`config.mk`:
```
export PLATFORM = sky130hd
export DESIGN_NAME = hazard_ctrl
export DESIGN_NICKNAME = d
export VERILOG_FILES = /design/src/rtl/hazard_ctrl.sv
export SDC_FILE = /design/constraint.sdc
export NUM_CORES = 1
export LEC_CHECK = 0
export ABC_CLOCK_PERIOD_IN_PS = 2700
export BUFFER_PORTS_ARGS = -buffer_cell sky130_fd_sc_hd__buf_2
export CELL_PAD_IN_SITES_DETAIL_PLACEMENT = 2
export CELL_PAD_IN_SITES_GLOBAL_PLACEMENT = 2
export CORE_MARGIN = 2
export CORE_UTILIZATION = 30
export DETAILED_ROUTE_END_ITERATION = 10
export MAX_ROUTING_LAYER = met4
export PLACE_DENSITY = 0.77
export SYNTH_ARGS = -nofsm -noshare
export SYNTH_HDL_FRONTEND = slang
export SYNTH_SLANG_ARGS = --single-unit
```
`constraint.sdc`:
```
create_clock -name i_clk -period 2.7 [get_ports i_clk]
set_input_delay 0 -clock i_clk [delete_from_list [all_inputs] [get_ports i_clk]]
set_output_delay 0 -clock i_clk [all_outputs]
set_load 0.05 [all_outputs]
```
`src/rtl/hazard_ctrl.sv`:
```
// Pipeline hazard controller: resolves load-use, taken-redirect and data-memory
// wait hazards into hold/flush/bubble/stall controls for a 5-stage pipeline.
module hazard_ctrl #(
  parameter int FLUSH_CYCLES = 1
) (
  input  logic        i_clk,
  input  logic        i_rst,
  input  logic        i_id_valid,
  input  logic [4:0]  i_id_rs1,
  input  logic [4:0]  i_id_rs2,
  input  logic        i_id_uses_rs1,
  input  logic        i_id_uses_rs2,
  input  logic        i_ex_valid,
  input  logic        i_ex_mem_read,
  input  logic [4:0]  i_ex_rd,
  input  logic        i_ex_redirect,
  input  logic        i_dmem_req,
  input  logic        i_dmem_ack,
  output logic        o_pc_hold,
  output logic        o_ifid_hold,
  output logic        o_ifid_flush,
  output logic        o_idex_bubble,
  output logic        o_mem_stall,
  output logic [1:0]  o_state,
  output logic [31:0] o_stall_count
);

  typedef enum logic [1:0] {
    ST_RUN      = 2'd0,
    ST_FLUSH    = 2'd1,
    ST_MEM_WAIT = 2'd2
  } state_t;

  // Counter holds the FLUSH cycles still to run, including the current one.
  localparam logic [1:0] FLUSH_INIT = 2'(FLUSH_CYCLES - 1);
  localparam logic [1:0] FLUSH_FULL = 2'(FLUSH_CYCLES);

  state_t      state;
  state_t      state_nxt;
  logic [1:0]  flush_cnt;
  logic [1:0]  flush_cnt_nxt;
  logic        ret_flush;
  logic        ret_flush_nxt;
  logic        redir_pend;
  logic        redir_pend_nxt;
  logic        load_use;
  logic        mem_wait_cond;
  logic        pc_hold;
  logic        ifid_hold;
  logic        ifid_flush;
  logic        idex_bubble;
  logic        mem_stall;
  logic [31:0] stall_count;

  assign load_use = i_ex_valid & i_ex_mem_read & (i_ex_rd != 5'd0) & i_id_valid &
                    ((i_id_uses_rs1 & (i_id_rs1 == i_ex_rd)) |
                     (i_id_uses_rs2 & (i_id_rs2 == i_ex_rd)));

  assign mem_wait_cond = i_dmem_req & ~i_dmem_ack;

  always_ff @(posedge i_clk) begin
    if (i_rst) begin
      state      <= ST_RUN;
      flush_cnt  <= 2'd0;
      ret_flush  <= 1'b0;
      redir_pend <= 1'b0;
    end else begin
      state      <= state_nxt;
      flush_cnt  <= flush_cnt_nxt;
      ret_flush  <= ret_flush_nxt;
      redir_pend <= redir_pend_nxt;
    end
  end

  always_comb begin
    state_nxt      = state;
    flush_cnt_nxt  = flush_cnt;
    ret_flush_nxt  = ret_flush;
    redir_pend_nxt = redir_pend;
    case (state)
      ST_RUN: begin
        if (mem_wait_cond) begin
          // A redirect shadowed by the memory stall is replayed after the ack.
          state_nxt      = ST_MEM_WAIT;
          ret_flush_nxt  = 1'b0;
          redir_pend_nxt = i_ex_redirect;
        end else if (i_ex_redirect && (FLUSH_CYCLES > 1)) begin
          state_nxt     = ST_FLUSH;
          flush_cnt_nxt = FLUSH_INIT;
        end
      end
      ST_FLUSH: begin
        if (mem_wait_cond) begin
          state_nxt      = ST_MEM_WAIT;
          ret_flush_nxt  = 1'b1;
          redir_pend_nxt = 1'b0;
        end else if (flush_cnt <= 2'd1) begin
          state_nxt     = ST_RUN;
          flush_cnt_nxt = 2'd0;
        end else begin
          flush_cnt_nxt = flush_cnt - 2'd1;
        end
      end
      ST_MEM_WAIT: begin
        if (!ret_flush) begin
          redir_pend_nxt = redir_pend | i_ex_redirect;
        end
        if (i_dmem_ack) begin
          redir_pend_nxt = 1'b0;
          ret_flush_nxt  = 1'b0;
          if (ret_flush) begin
            state_nxt = ST_FLUSH;
          end else if (redir_pend || i_ex_redirect) begin
            state_nxt     = ST_FLUSH;
            flush_cnt_nxt = FLUSH_FULL;
          end else begin
            state_nxt = ST_RUN;
          end
        end
      end
      default: begin
        state_nxt      = ST_RUN;
        flush_cnt_nxt  = 2'd0;
        ret_flush_nxt  = 1'b0;
        redir_pend_nxt = 1'b0;
      end
    endcase
  end

  always_comb begin
    pc_hold     = 1'b0;
    ifid_hold   = 1'b0;
    ifid_flush  = 1'b0;
    idex_bubble = 1'b0;
    mem_stall   = 1'b0;
    case (state)
      ST_RUN: begin
        if (mem_wait_cond) begin
          mem_stall = 1'b1;
          pc_hold   = 1'b1;
          ifid_hold = 1'b1;
        end else if (i_ex_redirect) begin
          ifid_flush  = 1'b1;
          idex_bubble = 1'b1;
        end else if (load_use) begin
          pc_hold     = 1'b1;
          ifid_hold   = 1'b1;
          idex_bubble = 1'b1;
        end
      end
      ST_FLUSH: begin
        if (mem_wait_cond) begin
          mem_stall = 1'b1;
          pc_hold   = 1'b1;
          ifid_hold = 1'b1;
        end else begin
          ifid_flush  = 1'b1;
          idex_bubble = 1'b1;
        end
      end
      ST_MEM_WAIT: begin
        if (!i_dmem_ack) begin
          mem_stall = 1'b1;
          pc_hold   = 1'b1;
          ifid_hold = 1'b1;
        end
      end
      default: begin
        pc_hold = 1'b0;
      end
    endcase
  end

  assign o_pc_hold     = pc_hold & ~i_rst;
  assign o_ifid_hold   = ifid_hold & ~i_rst;
  assign o_ifid_flush  = ifid_flush & ~i_rst;
  assign o_idex_bubble = idex_bubble & ~i_rst;
  assign o_mem_stall   = mem_stall & ~i_rst;
  assign o_state       = state;
  assign o_stall_count = stall_count;

  always_ff @(posedge i_clk) begin
    if (i_rst) begin
      stall_count <= 32'd0;
    end else if (o_pc_hold && (stall_count != 32'hFFFF_FFFF)) begin
      stall_count <= stall_count + 32'd1;
    end
  end

  always_ff @(posedge i_clk) begin
    if (!i_rst) begin
      assert (!(o_ifid_hold && o_ifid_flush));
    end
  end

endmodule

```
==> impl_metrics.yaml, run 1 <==
route:
  wl_um: 7830
  drt_iter0_drc: 75
  route.vias.total: 2487
  drtAntennaViolNets: 0
  avgRoutedWirePerCell_um: 17.3
  drt_first_pass_iters: 4
  drc_errors: 0
  viasPerCell: 5.49
yosys:
  yosysSeqAreaShare_pct: 33.0
  ys_async_sr_fraction_pct: 0
  yosysTopAreaCell: "dfxtp_1"
  ys_warn_count: 0
  synth_nets: 314
  synth.top_cell.area_share_pct: 33.0
  synthCells: 284
  ys_ff_latch: 38
  synth_ff_type: "dfxtp_1"
  synth_edf_count: 0
  syn_area_per_cell_um2: 8.13
  mappedNetlistArea_mm2: 0.00231
  ys_top_cells_by_count: "38 x dfxtp_1, 35 x a21oi_1, 20 x nand2_1, 16 x or4_1"
  ys_top_cells_by_area: "dfxtp_1 33%, a21oi_1 7.6%, or4_1 5.2%"
  yosysMostFrequentCell: "dfxtp_1"
  ys_types: 42
grt:
  grt_pass1_wl_um: 13000
  grt_pass1_vias: 2592
  grt_usage_pct: 19.4
  grt_max_degree: 41
  antenna_found_initial: 0
  grt_overflow: 0
cells_and_area:
  n_fill_cell: 895
  regArea_um2: 763
  insertedDiodeCount: 0
  fin_nets: 383
  area_growth_pct: 24.0
  utilization_pct: 38.8
  drive_gt1_share_pct: 26.6
  fin_area_mm2: 0.00286
  fin_cells: 453
  multi_input_area_mm2: 0.00141
power:
  p_leak_uw: 0.00110
  total_power_uw: 1140
  peakVddDrop_mv: 0.159
  power-per-cell-area_mw_per_mm2: 398
sta:
  period_minus_slack_ns: 2.51
  drv_slew: 0
  setup_violations: 0
  finalHoldViolCount: 0
  fin_crit_sh_pct: 92.9
  rsz0062_at_grt: "false"
  fin_worst_skew_ns: 0.00935
  slew_headroom_pct: 65.0
  worst_slew_pin_slew_ns: 0.524
  fin_setup_tns_ns: 0
  max_freq_ghz: 0.399
clocking:
  clkTransAtPathRegs_ns: 0.08
  clock_path_buffers: 2
  cts_buffers: 5
  post_cts_buffers: 0
  root_buffer: "clkbuf_8"
  clkSinkCount: 38
  htreeDepth: 2
  insertion_delay_ns: 0.30
  cts_tree: "done"
setup_path:
  startpoint_type: "flop"
  cp.required_ns: 2.89
  crit_type: "reg2reg"
  worstPathMaxFanout: 19
  r2r_slack_ns: 0.19
  endpoint_kind: "flop"
  slowest_delay_ns: 0.55
  path_cells: "ha_1, or4b_4, o21ai_4, nand3_4, buf_12, nor4_1, mux2_2"
  path_delay_family: "simple AND/OR/NAND/NOR gates"
  worst-path-buf-inv: 1
  slowest_stage: "or4b_4"
  cp.arrival_ns: 2.70
floorplanning:
  start_util_pct: 31.3
  die_x_um: 91.7
  core_area_mm2: 0.00737
  die-height_um: 91.7
  io_pins: 64
  rows: 31
  die-area_mm2: 0.00841
placement:
  place_congestion: 0.788
  place_hpwl_um: 5820
  place_area_mm2: 0.00276
  portBuffers: 63
  dp.cells: 444
job:
  cap_violations: 0
run_status:
  status: "finished clean"
min_path:
  hold_class: "in2reg"
==> metrics by stage <==
stage / hold slack, ns / setup WS, ns
global route: 0.0816 / 0.0736
global placement: 0.268 / 0.264
floorplan: 0.169 / 0.0549
CTS: 0.0478 / 0.179
detailed placement: 0.275 / 0.194
finish: 0.0515 / 0.191
==> worst register-to-register path: stages, from the launching register on <==
cell and delay [ns]:
dfxtp_2 0.35, ha_1 0.24, or4b_4 0.55, o21ai_4 0.20, nand3_4 0.20, buf_12 0.23, nor4_1 0.27, mux2_2 0.37
==> power by group <==
group          internal [uW]  switching (uW)
registers                563            3.42
clock network            206             217
logic                   56.1            92.7
total                    825             313
==> layout by cell type, fill, tap and decap left out, drive strengths merged, types with 5 or more instances in the layout <==
| cell | count |
|---|---|
| dfxtp | 38 |
| clkbuf | 6 |
| nor2 | 14 |
| inv | 8 |
| nand4 | 14 |
| o21ai | 17 |
| nand2 | 20 |
| or3 | 10 |
| a21oi | 35 |
| or4 | 16 |
| buf | 77 |
| o31ai | 14 |
| xnor2 | 10 |
| nor3 | 7 |
| and4 | 6 |
| nor2b | 9 |
| ha | 5 |
| nand3 | 13 |
==> logic make-up (layout without fill, tap and decap cells) <==
kind of cell,after synthesis,in the layout,synth area share (%)
AOI/OAI and AO/OA,77,77,20.0
xor gates and xnor gates,12,12,4.55
adders and majority gates,5,5,2.71
buffers and inverters,24,94,6.12
DFF,38,38,33.0
muxes,5,5,2.38
and+or+nand+nor,123,123,31.3
==> path summary, 6_finish.rpt <==
path | startpoint | cells after the start | end
max | o_state[0] | 7 | o_stall_count[22]
min | i_ex_redirect | 3 | redir_pend
max reg2reg | o_state[0] | 7 | o_stall_count[22]
min reg2reg | flush_cnt[1] | 2 | flush_cnt[1]
==> final cells by class <==
cell class                 count  share of cell area (%)
sequential                    38                    26.7
clock inverter                 2                   0.437
inverter                       8                    1.05
timing repair buffer          78                    15.5
clock buffer                   6                    2.89
tap                           99                    4.33
multi-input combinational    222                    49.1
==> state kept, by name, indices dropped and copies added, names as in the netlist <==
| name | flops |
|---|---|
| ret_flush | 1 |
| flush_cnt | 2 |
| redir_pend | 1 |
| o_stall_count | 32 |
| o_state | 2 |
==> metal layers <==
layer  vias up  GRT usage [%]  share of wire, %
met5         -              -                 0
met4         0           4.10              0.87
met3         6           2.63               2.3
met2        32           33.4                50
met1      1237           24.3                47
li1       1212              -                 -
==> what timing repair did <==
item,4_1_cts,5_1_grt
resized for setup,0,0
endpoints found under the setup margin,0,0
hold buffers,1,0
endpoints found under the hold margin,2,0
No activity file was read; power rests on OpenSTA's default activity.
==> run 2, diff against run 1 <==
--- a/config.mk
+++ b/config.mk
@@ -7,13 +7,14 @@
 export LEC_CHECK = 0
 export ABC_CLOCK_PERIOD_IN_PS = 2700
 export BUFFER_PORTS_ARGS = -buffer_cell sky130_fd_sc_hd__buf_2
-export CELL_PAD_IN_SITES_DETAIL_PLACEMENT = 2
-export CELL_PAD_IN_SITES_GLOBAL_PLACEMENT = 2
+export CELL_PAD_IN_SITES_DETAIL_PLACEMENT = 1
+export CELL_PAD_IN_SITES_GLOBAL_PLACEMENT = 1
 export CORE_MARGIN = 2
 export CORE_UTILIZATION = 30
+export CTS_CLUSTER_SIZE = 30
 export DETAILED_ROUTE_END_ITERATION = 10
 export MAX_ROUTING_LAYER = met4
-export PLACE_DENSITY = 0.77
+export PLACE_DENSITY = 0.63
 export SYNTH_ARGS = -nofsm -noshare
 export SYNTH_HDL_FRONTEND = slang
 export SYNTH_SLANG_ARGS = --single-unit
==> impl_metrics.yaml, run 2 (synthesized netlist as in run 1, its figures left out) <==
placement:
  place_area_mm2: 0.00275
  place_congestion: 0.729
  portBuffers: 63
  place_hpwl_um: 5150
clocking:
  post_cts_buffers: 0
  cts_tree: "done"
  clkTransAtPathRegs_ns: 0.08
  cts_buffers: 5
  cts_hold_buf: 1
  clock_path_buffers: 2
  cts_resized: 0
  htreeDepth: 2
  clkSinkCount: 38
  insertion_delay_ns: 0.29
  root_buffer: "clkbuf_8"
setup_path:
  crit_type: "reg2out"
  startpoint_type: "flop"
  worstPathMaxFanout: 9
  cp.arrival_ns: 2.41
  endpoint_kind: "output pin"
  cp.required_ns: 2.70
cells_and_area:
  drive_gt1_share_pct: 26.3
  largest_register_ff_count: 32
  fin_nets: 382
  n_fill_cell: 930
  fin_area_mm2: 0.00285
  final_common_cell: "buf_2"
  regArea_um2: 763
  area_growth_pct: 23.6
  multi_input_area_mm2: 0.00141
  insertedDiodeCount: 0
  most-common-layout-cells: "63 x buf_2, 36 x dfxtp_1, 35 x a21oi_1"
floorplanning:
  die_x_um: 91.7
  io_pins: 64
  core_area_mm2: 0.00737
  start_util_pct: 31.3
  die-height_um: 91.7
  die-area_mm2: 0.00841
  rows: 31
grt:
  grt_max_degree: 35
  grt_overflow: 0
  grt_pass1_wl_um: 11900
  grt_usage_pct: 17.6
  grt_pass1_vias: 2420
  antenna_found_initial: 0
sta:
  finalHoldViolCount: 0
  setup_violations: 0
  worst_slew_pin_slew_ns: 0.538
  fin_setup_tns_ns: 0
  fin_crit_sh_pct: 89.1
  max_freq_ghz: 0.416
  rsz0062_at_grt: "false"
  period_minus_slack_ns: 2.41
  fin_worst_skew_ns: 0.00917
  slew_headroom_pct: 64.1
  drv_slew: 0
min_path:
  hold_class: "in2reg"
route:
  viasPerCell: 5.33
  route.vias.total: 2411
  avgRoutedWirePerCell_um: 15.3
  wl_um: 6910
  drc_errors: 0
  drtAntennaViolNets: 0
  drt_first_pass_iters: 4
  drt_iter0_drc: 43
run_status:
  status: "finished clean"
power:
  p_leak_uw: 0.00109
  power-per-cell-area_mw_per_mm2: 398
  peakVddDrop_mv: 0.169
job:
  cap_violations: 0
[run 2: cell count changes in the layout (fill, tap and decap cells not counted)]
cell	delta
buf_4	-1
[run 2: power by group]
part	switching [uW]	internal [uW]	leakage, uW	total, uW
sequential	3.46	563	0.000307	567
combinational	90.0	56.1	0.000736	146
clock	216	206	0.0000472	422
[run 2: worst max-delay path: stages (launching register included)]
cell     delay [ns]
dfxtp_2        0.36
inv_1          0.07
ha_1           0.20
buf_4          0.17
o21a_1         0.17
o21ai_0        0.29
buf_4          0.19
inv_1          0.04
a21oi_1        0.29
inv_1          0.10
buf_2          0.23
[run 2: layout make-up]
class | count | area share (%)
Clock buffer | 6 | 2.89
Timing Repair Buffer | 77 | 15.3
Inverter | 8 | 1.05
Multi-Input combinational cell | 222 | 49.3
Tap cell | 99 | 4.34
Clock inverter | 2 | 0.438
Sequential cell | 38 | 26.7
[run 2: final timing paths]
path | cells past startpoint | slack (ns) | end | start
worst min register to register | 2 | 0.48 | flush_cnt[1] | flush_cnt[1]
worst max-delay path | 10 | 0.29 | o_ifid_hold | o_state[0]
worst max register to register | 7 | 0.30 | o_stall_count[22] | o_state[0]
worst min-delay path | 3 | 0.05 | redir_pend | i_ex_redirect
[run 2: metal layers]
metal / vias to the layer above / part of all wire, % / GRT usage (%)
met5: - / 0 / -
met1: 1171 / 51 / 24.0
met2: 33 / 46 / 27.8
met4: 0 / 0.71 / 4.10
met3: 4 / 2.3 / 2.55
li1: 1203 / - / -
[run 2: through the flow]
stage               setup WS (ns)  instances  total power [uW]  hold slack [ns]  utilization (%)
finish                      0.295        452              1130           0.0536             38.7
global route                0.123        452              1190           0.0998             38.7
CTS                         0.296        452              1150           0.0464             38.7
detailed placement          0.309        443               727            0.296             37.3
global placement            0.336        443               724            0.292             37.3
floorplan                  0.0549        284               680            0.169                -
==> run 3, diff against run 2 <==
--- a/config.mk
+++ b/config.mk
@@ -5,7 +5,7 @@
 export SDC_FILE = /design/constraint.sdc
 export NUM_CORES = 1
 export LEC_CHECK = 0
-export ABC_CLOCK_PERIOD_IN_PS = 2700
+export ABC_CLOCK_PERIOD_IN_PS = 2800
 export BUFFER_PORTS_ARGS = -buffer_cell sky130_fd_sc_hd__buf_2
 export CELL_PAD_IN_SITES_DETAIL_PLACEMENT = 1
 export CELL_PAD_IN_SITES_GLOBAL_PLACEMENT = 1
@@ -13,8 +13,9 @@
 export CORE_UTILIZATION = 30
 export CTS_CLUSTER_SIZE = 30
 export DETAILED_ROUTE_END_ITERATION = 10
+export GPL_ROUTABILITY_DRIVEN = 0
 export MAX_ROUTING_LAYER = met4
-export PLACE_DENSITY = 0.63
+export PLACE_DENSITY = 0.62
 export SYNTH_ARGS = -nofsm -noshare
 export SYNTH_HDL_FRONTEND = slang
 export SYNTH_SLANG_ARGS = --single-unit
==> constraint.sdc (replaced) <==
create_clock -name i_clk -period 2.8 [get_ports i_clk]
set_input_delay 0 -clock i_clk [delete_from_list [all_inputs] [get_ports i_clk]]
set_output_delay 0 -clock i_clk [all_outputs]
set_load 0.05 [all_outputs]
==> impl_metrics.yaml, run 3 (synthesized netlist as in run 1, its figures left out) <==
cells_and_area:
  most-common-layout-cells: "63 x buf_2, 36 x dfxtp_1, 35 x a21oi_1"
  n_fill_cell: 935
  final_common_cell: "buf_2"
  insertedDiodeCount: 0
  largest_register_ff_count: 32
  drive_gt1_share_pct: 25.9
  area_growth_pct: 23.6
  fin_area_mm2: 0.00285
  fin_nets: 380
clocking:
  clock_path_buffers: 2
  clkTransAtPathRegs_ns: 0.08
  clkSinkCount: 38
  root_buffer: "clkbuf_8"
  cts_buffers: 5
  insertion_delay_ns: 0.29
  cts_tree: "done"
  cts_hold_buf: 1
  htreeDepth: 2
  cts_resized: 0
  post_cts_buffers: 0
power:
  peakVddDrop_mv: 0.165
  p_leak_uw: 0.00109
  power-per-cell-area_mw_per_mm2: 399
grt:
  grt_pass1_vias: 2365
  grt_pass1_wl_um: 11600
  grt_max_degree: 41
  grt_overflow: 0
  antenna_found_initial: 0
  grt_usage_pct: 17.1
floorplanning:
  die-area_mm2: 0.00841
  die-height_um: 91.7
  die_x_um: 91.7
  core_area_mm2: 0.00737
  io_pins: 64
  start_util_pct: 31.3
  rows: 31
placement:
  portBuffers: 63
  pre_cts_ws_ns: 0.251
  place_hpwl_um: 5000
  place_area_mm2: 0.00273
route:
  drt_iter0_drc: 54
  wl_um: 6770
  drt_first_pass_iters: 4
  avgRoutedWirePerCell_um: 15.0
  route.vias.total: 2377
  drtAntennaViolNets: 0
  viasPerCell: 5.28
  drc_errors: 0
sta:
  finalHoldViolCount: 0
  fin_worst_skew_ns: 0.00328
  fin_crit_sh_pct: 90.9
  slew_headroom_pct: 65.6
  max_freq_ghz: 0.393
  fin_ws_ns: 0.255
  setup_violations: 0
  rsz0062_at_grt: "false"
  worst_slew_pin_slew_ns: 0.516
  fin_setup_tns_ns: 0
  drv_slew: 0
  period_minus_slack_ns: 2.55
min_path:
  hold_class: "in2reg"
setup_path:
  endpoint_kind: "flop"
  crit_type: "reg2reg"
  worstPathMaxFanout: 18
  startpoint_type: "flop"
  cp.required_ns: 2.99
  cp.arrival_ns: 2.73
job:
  cap_violations: 0
run_status:
  status: "finished clean"
==> run 3: cell count changes in the layout (fill, tap and decap cells not counted) <==
cell / delta
clkinv_2: -1
clkbuf_8: +2
clkinvlp_4: -1
buf_4: -2
==> run 3: worst paths after layout <==
kind | to | slack (ns) | cells after the start | start
worst min-delay path | redir_pend | 0.04 | 3 | i_ex_redirect
worst min register to register | flush_cnt[1] | 0.49 | 2 | flush_cnt[1]
worst max register to register | o_stall_count[22] | 0.25 | 7 | o_state[0]
worst max-delay path | o_stall_count[22] | 0.25 | 7 | o_state[0]
==> run 3: metal layers <==
metal	track usage, %	wire length [um]	part of all wire [%]
met4	2.99	42	0.62
met5	-	0	0
met3	4.19	209	3.1
met2	26.0	3030	45
met1	23.4	3490	52
==> run 3: worst max-delay path: stages, from the launching register on <==
cell	delay [ns]
dfxtp_2	0.34
ha_1	0.24
or4b_4	0.55
o21ai_4	0.20
nand3_4	0.21
buf_4	0.25
nor4_1	0.27
mux2_2	0.37
==> run 3: cell type report <==
type | instances | area (um2) | share of cell area, %
multi-input cells | 222 | 1410 | 49.3
flip-flops and latches | 38 | 763 | 26.7
repair buffers | 75 | 420 | 14.7
well taps | 99 | 124 | 4.34
clock buffers | 8 | 110 | 3.86
inverters | 8 | 30.0 | 1.05
==> run 3: power breakdown <==
part	internal, uW	switching, uW	total [uW]
sequential	543	3.47	547
clock	249	203	452
combinational	53.5	86.5	140
==> run 3: per-stage QoR <==
stage                     hold slack, ns  std cells  total power (uW)  utilization [%]
after floorplan                    0.169        284               656                -
after global placement             0.279        441               697             37.1
after detailed placement           0.287        441               700             37.1
after CTS                         0.0281        450              1150             38.7
after global routing              0.0699        450              1190             38.7
final                             0.0385        450              1140             38.7
